<file path="src/rtl/wb_stage.sv">
// Write-back stage feeding the 32x64 register file write port.
// Registers ALU results, waits for load data with a timeout, and honours flush.
module wb_stage #(
  parameter int LOAD_TIMEOUT = 16
) (
  input  logic        clk,
  input  logic        reset,
  input  logic        in_valid,
  input  logic        in_wen,
  input  logic [4:0]  in_rd,
  input  logic [2:0]  in_ppp,
  input  logic        in_is_load,
  input  logic [63:0] in_alu,
  input  logic        dmem_rvalid,
  input  logic [63:0] dmem_rdata,
  input  logic        flush,
  output logic        stall_out,
  output logic        writen_en,
  output logic [4:0]  write_address,
  output logic [63:0] data_in,
  output logic [2:0]  ppp,
  output logic        illegal_ppp,
  output logic        timeout_err
);

  localparam logic [0:0] IDLE = 1'b0;
  localparam logic [0:0] WAIT = 1'b1;
  localparam logic [7:0] LAST_WAIT = 8'(LOAD_TIMEOUT - 1);

  logic [0:0]  state;
  logic [7:0]  wait_cnt;
  logic [4:0]  ld_rd;
  logic [2:0]  ld_ppp;
  logic        ld_wen;

  logic        accept;
  logic        complete;
  logic        wr_req;
  logic        ex_wen;
  logic [4:0]  ex_rd;
  logic [2:0]  ex_ppp;
  logic [63:0] ex_data;

  assign stall_out = (state == WAIT);
  assign accept    = in_valid && !stall_out && !flush;

  // Select the retiring instruction: a fresh ALU op in IDLE, or the parked load in WAIT.
  always_comb begin
    // NOTE: every always_comb output gets a default first so no path infers a latch.
    ex_wen   = in_wen;
    ex_rd    = in_rd;
    ex_ppp   = in_ppp;
    ex_data  = in_alu;
    complete = accept && !in_is_load;
    if (state == WAIT) begin
      ex_wen   = ld_wen;
      ex_rd    = ld_rd;
      ex_ppp   = ld_ppp;
      ex_data  = dmem_rdata;
      complete = dmem_rvalid && !flush;
    end
  end

  assign wr_req = complete && ex_wen && (ex_rd != 5'd0);

  // NOTE: sequential state uses non-blocking assignments so all registers update together.
  always_ff @(posedge clk) begin
    if (reset) begin
      state         <= IDLE;
      wait_cnt      <= 8'd0;
      ld_rd         <= 5'd0;
      ld_ppp        <= 3'd0;
      ld_wen        <= 1'b0;
      writen_en     <= 1'b0;
      write_address <= 5'd0;
      data_in       <= 64'd0;
      ppp           <= 3'd0;
      illegal_ppp   <= 1'b0;
      timeout_err   <= 1'b0;
    end else begin
      writen_en   <= wr_req && (ex_ppp <= 3'd4);
      illegal_ppp <= wr_req && (ex_ppp > 3'd4);
      if (complete) begin
        write_address <= ex_rd;
        data_in       <= ex_data;
        ppp           <= ex_ppp;
      end

      case (state)
        IDLE: begin
          if (accept && in_is_load) begin
            state    <= WAIT;
            wait_cnt <= 8'd0;
            ld_rd    <= in_rd;
            ld_ppp   <= in_ppp;
            ld_wen   <= in_wen;
          end
        end
        WAIT: begin
          if (flush || dmem_rvalid) begin
            state    <= IDLE;
            wait_cnt <= 8'd0;
          end else if (wait_cnt == LAST_WAIT) begin
            // Load data never came back: abandon it and flag the loss.
            state       <= IDLE;
            wait_cnt    <= 8'd0;
            timeout_err <= 1'b1;
          end else begin
            wait_cnt <= wait_cnt + 8'd1;
          end
        end
        default: begin
          state    <= IDLE;
          wait_cnt <= 8'd0;
        end
      endcase
    end
  end

endmodule

</file>
<file path="config.mk">
export PLATFORM = sky130hd
export DESIGN_NAME = wb_stage
export DESIGN_NICKNAME = d
export VERILOG_FILES = /design/src/rtl/wb_stage.sv
export SDC_FILE = /design/constraint.sdc
export NUM_CORES = 1
export LEC_CHECK = 0
export ABC_CLOCK_PERIOD_IN_PS = 2300
export BUFFER_PORTS_ARGS = -buffer_cell sky130_fd_sc_hd__buf_2
export CORE_ASPECT_RATIO = 1.4
export CORE_MARGIN = 1.5
export CORE_UTILIZATION = 40
export CTS_BUF_LIST = sky130_fd_sc_hd__clkbuf_4 sky130_fd_sc_hd__clkbuf_8
export CTS_CLUSTER_SIZE = 12
export DETAILED_ROUTE_END_ITERATION = 12
export HOLD_SLACK_MARGIN = 0.08
export PLACE_DENSITY = 0.73
export SYNTH_ARGS = -nofsm -noshare
export SYNTH_HDL_FRONTEND = slang
export SYNTH_SLANG_ARGS = --single-unit
</file>
<file path="constraint.sdc">
create_clock -name clk -period 2.3 [get_ports clk]
set_input_delay 0.23 -clock clk [delete_from_list [all_inputs] [get_ports clk]]
set_output_delay 0.23 -clock clk [all_outputs]
set_load 0.005 [all_outputs]
</file>
==> out/results.tsv, run 1 <==
metric	value	unit
Crit path required time	2.56	ns
Fin Clk Skew	0.00948	ns
Final Non-Filler Cells	782	
Initial Util	40.9	%
Avg Inst Size Synth	9.30	µm²
clock root cell	clkbuf_8	
Most used DFF post-synth	dfxtp_1	
internal power	2.34	mW
Vias/cell	4.97	
max-slew violations	0	
setup slack, reg-to-reg	0.45	ns
endpoints failing setup	0	
clock slew seen by the registers of the worst setup and hold paths	0.09	ns
Worst path slowest cell	or3b_1	
Max VDD drop	324	µV
placed cell count	765	
Antenna Nets Post-Route	0	
final WL	10.5	mm
drt first pass iters	4	
Logic pwr share	15.8	%
H-Tree Depth	3	
Power Total	3.21	mW
Synth top area share	46.0	%
fin util	55.3	%
placer congestion estimate	0.785	
placed cell area	5300	µm²
RSZ-0062 raised after global routing	false	
final hold violation count	0	
ys async rst share	0	%
status	finished clean	
number of port buffers	218	
clock share of power	30.4	%
Clock Tree Buf Depth	2	
Slew @ Worst Pin	0.630	ns
fin area	5480	µm²
Die Y	122	µm
final net count	785	
commonest non-fill, non-tap cell in the layout	buf_2	
hpwl dp	8.08	mm
total CTS buffers	9	
Tcrit/Tclk final	80.6	%
Avg WL per Cell	13.4	µm
Hold Path Stages	3	
Die X	88.0	µm
synthesis-to-finish area growth	35.4	%
Synth Instances	435	
Rows	43	
global-route wire length before repair	16.0	mm
Starting DRT DRC Count	100	
Crit Path Max Fanout	18	
Seq/Total Area, Yosys	46.0	%
sequential share of power	53.8	%
FF+latch count, synth	93	
pin count of the biggest net entering global routing	42	
Sw Ratio	27.0	%
initial antenna violation count	0	
CTS sink cnt	93	
Psw	869	µW
largest cells by area after synthesis	dfxtp_1, mux2i_1, a211oi_1	
Post-synth EDFFs	0	
startpoint types	register	
fmax	539	MHz
routed vias	3888	
grt ovf	0	
crit-path cells	or3b_1 > a21oi_4 > buf_4 > nor2_1 > a211oi_1	
Residual DRC	0	
Worst Path Arrival	2.12	ns
Reg-to-Reg End	data_in[50]	
Synth Warn #	0	
# hold bufs at CTS	0	
Yosys cell types	33	
Hold EP	ld_ppp[0]	
RR Startpoint	stall_out	
min-delay src	in_ppp[0]	
TritonCTS clock tree	built	
layout cells sized above 1	38.5	%
max cap viols	0	
syn_nets	579	
Leak Pwr	2.31	nW
Core Box Area	9900	µm²
Power Density	587	nW/µm²
Worst slew margin	58.0	%
Post-Synthesis Cell Area	4050	µm²
Die Area	10700	µm²
delay of the slowest critical-path stage	0.42	ns
Setup CP Type	register to register	
crit path time final	1.85	ns
final setup TNS	0	ns
vias in the first global route	3632	
worst min-delay path class	input pin to register	
most frequent cells in the layout	buf_2, dfxtp_1, nor2_1, mux2i_1, a211oi_1	
R2R cell count	5	
Worst-Skew Late Latency	0.35	ns
Global Route Usage Sum	19.0	%
Setup Buffers After CTS	0	
post-CTS sizing	0	
Setup crit end kind	register	
Synth area leader	dfxtp_1	
Ports	219	
-- power groups by stage --
stage                     Clock, mW  Combinational, mW  Sequential [mW]
final                         0.977              0.507             1.73
after CTS                      1.01              0.513             1.73
after global routing           1.09              0.567             1.74
after global placement            0              0.497             1.77
after floorplan                   0              0.242             1.77
after detailed placement          0              0.511             1.77
-- worst max path at each step --
stage              start  slack (ns)  cells past startpoint          end
3_5_place_dp   stall_out        0.43                      5   data_in[5]
5_1_grt        stall_out        0.24                      5  data_in[54]
3_3_place_gp   stall_out        0.50                      5  data_in[43]
6_report       stall_out        0.45                      5  data_in[50]
2_1_floorplan  stall_out        0.58                      6   data_in[0]
4_1_cts        stall_out        0.43                      5  data_in[50]
-- routing by layer --
layer  global-route usage (%)  vias to the layer above  share of wire (%)
li1                         -                     1991                  -
met5                        0                        -                  0
met2                     34.7                      163                 50
met4                     10.0                        0                2.9
met3                     3.86                       24                7.2
met1                     20.0                     1710                 39
-- registers in the layout, indices dropped and copies added, names as in the netlist --
| name | cells |
|---|---|
| data_in | 64 |
| wait_cnt | 8 |
| ld_rd | 5 |
| write_address | 5 |
| ld_ppp | 3 |
| ppp | 3 |
| illegal_ppp | 1 |
| ld_wen | 1 |
| stall_out | 1 |
| timeout_err | 1 |
| writen_en | 1 |
-- cells in the mapped netlist, types with 3 or more instances --
master,number
or4_1,3
dfxtp_1,93
nand3_1,6
buf_1,4
nor2_1,81
buf_2,15
a21oi_1,15
a211oi_1,72
nand2_1,24
clkbuf_1,14
o21ai_0,6
mux2i_1,74
-- cells by family (layout without fill, tap and decap cells) --
family | after synthesis | in the layout | share of synthesized area, %
AOI/OAI and AO/OA | 103 | 103 | 17.8
DFF | 93 | 93 | 46.0
adders and majority gates | 1 | 1 | 0.309
other | 0 | 1 | 0
and+or+nand+nor | 127 | 127 | 13.5
muxes | 74 | 74 | 18.3
buffers and inverters | 37 | 248 | 4.08
-- worst max-delay path, delay by kind of cell, from the launching register on --
kind	cells	cell delay, ns
buffers and inverters	1	0.30
DFF	1	0.37
AOI/OAI and AO/OA	2	0.62
and+or+nand+nor	2	0.48
-- layout make-up --
cell class                      count  area (µm²)
Fill cell                         959        4420
Multi-Input combinational cell    305        2030
Sequential cell                    93        1870
Timing Repair Buffer              230        1230
Tap cell                          135         169
Clock buffer                        9         124
Clock inverter                      7        51.3
Inverter                            2        7.51
Antenna cell                        1        2.50
-- stage by stage --
| stage | hold slack, ns | worst slack, ns |
|---|---|---|
| floorplan | 0.366 | 0.578 |
| global placement | 0.444 | 0.498 |
| detailed placement | 0.460 | 0.434 |
| CTS | 0.110 | 0.430 |
| global route | 0.106 | 0.240 |
| finish | 0.128 | 0.446 |
No activity file was read; power rests on OpenSTA's default activity.
==> run 2, diff against run 1 <==
--- a/config.mk
+++ b/config.mk
@@ -5,7 +5,7 @@
 export SDC_FILE = /design/constraint.sdc
 export NUM_CORES = 1
 export LEC_CHECK = 0
-export ABC_CLOCK_PERIOD_IN_PS = 2300
+export ABC_CLOCK_PERIOD_IN_PS = 1500
 export BUFFER_PORTS_ARGS = -buffer_cell sky130_fd_sc_hd__buf_2
 export CORE_ASPECT_RATIO = 1.4
 export CORE_MARGIN = 1.5
@@ -14,7 +14,7 @@
 export CTS_CLUSTER_SIZE = 12
 export DETAILED_ROUTE_END_ITERATION = 12
 export HOLD_SLACK_MARGIN = 0.08
-export PLACE_DENSITY = 0.73
+export PLACE_DENSITY = 0.76
 export SYNTH_ARGS = -nofsm -noshare
 export SYNTH_HDL_FRONTEND = slang
 export SYNTH_SLANG_ARGS = --single-unit
==> constraint.sdc (replaced) <==
create_clock -name clk -period 1.5 [get_ports clk]
set_input_delay 0.15 -clock clk [delete_from_list [all_inputs] [get_ports clk]]
set_output_delay 0.15 -clock clk [all_outputs]
set_load 0.005 [all_outputs]
==> out/results.tsv, run 2 (synthesis results as in run 1) <==
metric	value	unit
synthesis-to-finish area growth	52.6	%
WHS	0.117	ns
Tcrit/Tclk final	109	%
min-delay src	in_alu[61]	
Largest regs	data_in x64, wait_cnt x8	
initial antenna violation count	0	
Fin Clk Skew	0.0113	ns
clock root cell	clkbuf_8	
global-route wire length before repair	17.7	mm
startpoint types	register	
drt first pass iters	4	
CTS sink cnt	93	
RR Startpoint	stall_out	
Setup crit end kind	register	
Antenna Nets Post-Route	0	
Max VDD drop	627	µV
Setup CP Type	register to register	
ANT cells	0	
Reg-to-Reg End	data_in[27]	
fin util	62.3	%
Reg with most FFs	data_in	
Starting DRT DRC Count	140	
Die Y	122	µm
max-slew violations	0	
H-Tree Depth	3	
fmax	610	MHz
failing checks	setup timing	
number of port buffers	218	
Worst slew margin	70.6	%
final WL	11.4	mm
placed cell area	5480	µm²
final setup TNS	-7.89	ns
Hold EP	data_in[61]	
max cap viols	0	
Core Box Area	9900	µm²
Crit Path Max Fanout	6	
Clock Tree Buf Depth	2	
worst min-delay path class	input pin to register	
setup slack, reg-to-reg	-0.14	ns
fin area	6170	µm²
pin count of the biggest net entering global routing	92	
Die X	88.0	µm
Residual DRC	0	
hpwl dp	8.06	mm
R2R cell count	6	
routed vias	4190	
# fillers	873	
status	finished with violations	
Power Density	890	nW/µm²
Slew @ Worst Pin	0.442	ns
vias in the first global route	3945	
Hold Path Stages	3	
Worst-Skew Late Latency	0.36	ns
placer congestion estimate	0.736	
commonest non-fill, non-tap cell in the layout	buf_2	
Global Route Usage Sum	20.8	%
Avg WL per Cell	13.9	µm
Vias/cell	5.12	
dpl ws	-0.132	ns
RSZ-0062 raised after global routing	true	
crit path time final	1.64	ns
endpoints failing setup	79	
layout cells sized above 1	45.3	%
final net count	823	
total CTS buffers	9	
most frequent cells in the layout	buf_2, dfxtp_1, mux2i_1, nor2_1, a211oi_1	
Leak Pwr	2.63	nW
grt ovf	0	
Rows	43	
Final WS setup	-0.140	ns
Ports	219	
TritonCTS clock tree	built	
Worst Path Arrival	1.92	ns
max reg flops	64	
clock slew seen by the registers of the worst setup and hold paths	0.09	ns
Die Area	10700	µm²
Crit path required time	1.78	ns
final hold violation count	0	
Initial Util	40.9	%
-- run 2: final cells by class --
type	instances	area [µm²]	share of cell area (%)
Multi-Input combinational cell	305	2160	35.1
Sequential cell	93	1870	30.2
Timing Repair Buffer	268	1740	28.1
Tap cell	135	169	2.74
Clock inverter	4	70.1	1.14
Inverter	2	7.51	0.122
Clock buffer	12	159	2.57
-- run 2: where the power goes --
group	internal, mW	switching [mW]	total, mW
sequential	2.59	0.0656	2.66
clock	1.04	0.852	1.90
combinational	0.513	0.429	0.942
total	4.15	1.35	5.49
-- run 2: stage by stage --
| stage | power, mW | std cells |
|---|---|---|
| final | 5.49 | 819 |
| after global routing | 5.72 | 819 |
| after floorplan | 3.12 | 435 |
| after detailed placement | 3.52 | 784 |
| after global placement | 3.49 | 784 |
| after CTS | 5.48 | 816 |
-- run 2: routing by layer --
metal / vias up / share of wire [%] / track usage [%]
met5: - / 0 / 0
met4: 0 / 3.2 / 10.3
met3: 28 / 5.1 / 2.98
met2: 139 / 53 / 37.6
met1: 1955 / 39 / 23.3
li1: 2068 / - / -
-- run 2: what timing repair did --
action / in CTS / in global routing
setup endpoints to repair: 79 / 82
resized for setup: 16 / 27
hold endpoints to repair: 8 / 0
hold buffers: 8 / 0
cloned: 4 / 2
setup buffers: 4 / 1
pin swaps: 4 / 3
-- run 2: worst max-delay path by stage --
| stage | start | to | slack, ns | cells after the start |
|---|---|---|---|---|
| detailed placement | stall_out | data_in[10] | -0.13 | 5 |
| floorplan | stall_out | data_in[0] | -0.05 | 6 |
| finish | stall_out | data_in[27] | -0.14 | 6 |
| global placement | in_rd[4] | writen_en | -0.13 | 5 |
| global route | stall_out | data_in[13] | -0.20 | 6 |
| CTS | stall_out | data_in[33] | -0.12 | 6 |
-- run 2: worst max-delay path: stages, from the launching register on --
cell and delay (ns):
dfxtp_4 0.36, or3b_4 0.38, a21oi_4 0.22, buf_6 0.18
clkbuf_16 0.16, nor2_1 0.04, a211oi_1 0.22
==> run 3, diff against run 2 <==
--- a/config.mk
+++ b/config.mk
@@ -15,6 +15,7 @@
 export DETAILED_ROUTE_END_ITERATION = 12
 export HOLD_SLACK_MARGIN = 0.08
 export PLACE_DENSITY = 0.76
+export RECOVER_POWER = 50
 export SYNTH_ARGS = -nofsm -noshare
 export SYNTH_HDL_FRONTEND = slang
 export SYNTH_SLANG_ARGS = --single-unit
==> out/results.tsv, run 3 (synthesis results as in run 1) <==
metric	value	unit
max-slew violations	0	
area of the multi-input gates	2160	µm²
Reg with most FFs	data_in	
global-route wire length before repair	17.7	mm
Leak Pwr	2.54	nW
final WL	11.5	mm
final setup TNS	-7.88	ns
Final WS setup	-0.139	ns
Hold Path Stages	3	
Slew @ Worst Pin	0.458	ns
RSZ-0062 raised after global routing	true	
total CTS buffers	9	
Die Y	122	µm
crit-path leading delay family	compound AO/OA/AOI/OAI gates	
hpwl dp	8.06	mm
min-delay src	in_alu[61]	
Avg WL per Cell	14.0	µm
Psw	1.35	mW
max cap viols	0	
Largest regs	data_in x64, wait_cnt x8	
Global Route Usage Sum	20.8	%
Fin Clk Skew	0.0113	ns
RR Startpoint	stall_out	
clock slew seen by the registers of the worst setup and hold paths	0.09	ns
clock share of power	34.6	%
clock root cell	clkbuf_8	
Antenna Nets Post-Route	0	
fmax	610	MHz
internal power	4.14	mW
crit path time final	1.64	ns
setup slack, reg-to-reg	-0.14	ns
Residual DRC	0	
Hold EP	data_in[61]	
crit-path cells	or3b_4 > a21oi_4 > buf_6 > clkbuf_16 > nor2_1 > a211oi_1	
initial antenna violation count	0	
Clock Tree Buf Depth	2	
Worst slew margin	69.5	%
delay of the slowest critical-path stage	0.38	ns
Reg area	1870	µm²
Ports	219	
placer congestion estimate	0.736	
sequential share of power	48.4	%
synthesis-to-finish area growth	51.9	%
status	finished with violations	
Rows	43	
Die X	88.0	µm
startpoint types	register	
final hold violation count	0	
ANT cells	0	
Starting DRT DRC Count	127	
endpoints failing setup	79	
vias in the first global route	3945	
CTS sink cnt	93	
most frequent cells in the layout	buf_2, dfxtp_1, mux2i_1, nor2_1, a211oi_1	
routed vias	4194	
Initial Util	40.9	%
R2R cell count	6	
final net count	823	
Power Density	894	nW/µm²
fin util	62.1	%
Worst-Skew Late Latency	0.36	ns
Reg-to-Reg End	data_in[27]	
Worst Path Arrival	1.92	ns
fin area	6140	µm²
commonest non-fill, non-tap cell in the layout	buf_2	
failing checks	setup timing	
worst min-delay path class	input pin to register	
WHS	0.118	ns
Setup CP Type	register to register	
dpl ws	-0.132	ns
Max VDD drop	629	µV
H-Tree Depth	3	
pin count of the biggest net entering global routing	92	
layout cells sized above 1	42.1	%
Tcrit/Tclk final	109	%
Die Area	10700	µm²
Crit Path Max Fanout	6	
Crit path required time	1.78	ns
max reg flops	64	
Core Box Area	9900	µm²
# fillers	886	
Sw Ratio	24.6	%
placed cell area	5480	µm²
Setup crit end kind	register	
Vias/cell	5.12	
Worst path slowest cell	or3b_4	
grt ovf	0	
Logic pwr share	17.0	%
number of port buffers	218	
Buf+Inv Stages, Crit Path	2	
TritonCTS clock tree	built	
drt first pass iters	5	
==> run 3: cell count changes in the layout (fill, tap and decap cells not counted), sizes merged <==
cell,change
clkbuf,+22
buf,-22
==> run 3: layout make-up <==
type                            count  area share (%)
Tap cell                          135            2.75
Multi-Input combinational cell    305            35.2
Clock inverter                      4            1.14
Sequential cell                    93            30.4
Clock buffer                       12            2.59
Inverter                            2           0.122
Timing Repair Buffer              268            27.8
==> run 3: timing repair <==
action,4_1_cts,5_1_grt
hold buffers,8,0
gates resized for setup,16,27
endpoints found under the setup margin,79,82
setup buffers,4,1
pin swaps,4,3
cloned,4,2
endpoints found under the hold margin,8,0
==> run 3: metal layers <==
| layer | vias to the layer above | track usage (%) | share of wire (%) |
|---|---|---|---|
| met2 | 152 | 37.6 | 53 |
| met1 | 1944 | 23.3 | 38 |
| met3 | 28 | 2.98 | 5.8 |
| met4 | 0 | 10.3 | 3.2 |
| li1 | 2070 | - | - |
| met5 | - | 0 | 0 |
==> run 3: worst min-delay path, stage by stage <==
cell and delay (ns):
buf_2 0.10, mux2i_1 0.11, a211oi_1 0.08
==> run 3: power by group through the flow <==
stage | clock network, mW | registers, mW | logic (mW)
after floorplan | 0 | 2.72 | 0.397
after global placement | 0 | 2.71 | 0.785
after detailed placement | 0 | 2.71 | 0.813
after CTS | 1.93 | 2.65 | 0.895
after global routing | 2.01 | 2.67 | 1.03
final | 1.90 | 2.66 | 0.935
==> run 3: worst max path at each step <==
stage | cells past startpoint | start | to | slack, ns
CTS | 6 | stall_out | data_in[33] | -0.12
global placement | 5 | in_rd[4] | writen_en | -0.13
detailed placement | 5 | stall_out | data_in[10] | -0.13
global route | 6 | stall_out | data_in[13] | -0.20
finish | 6 | stall_out | data_in[27] | -0.14
floorplan | 6 | stall_out | data_in[0] | -0.05
==> run 3: through the flow <==
step                      power [mW]  cells
final                           5.49    819
after global routing            5.72    819
after CTS                       5.48    816
after detailed placement        3.52    784
after global placement          3.49    784
after floorplan                 3.12    435
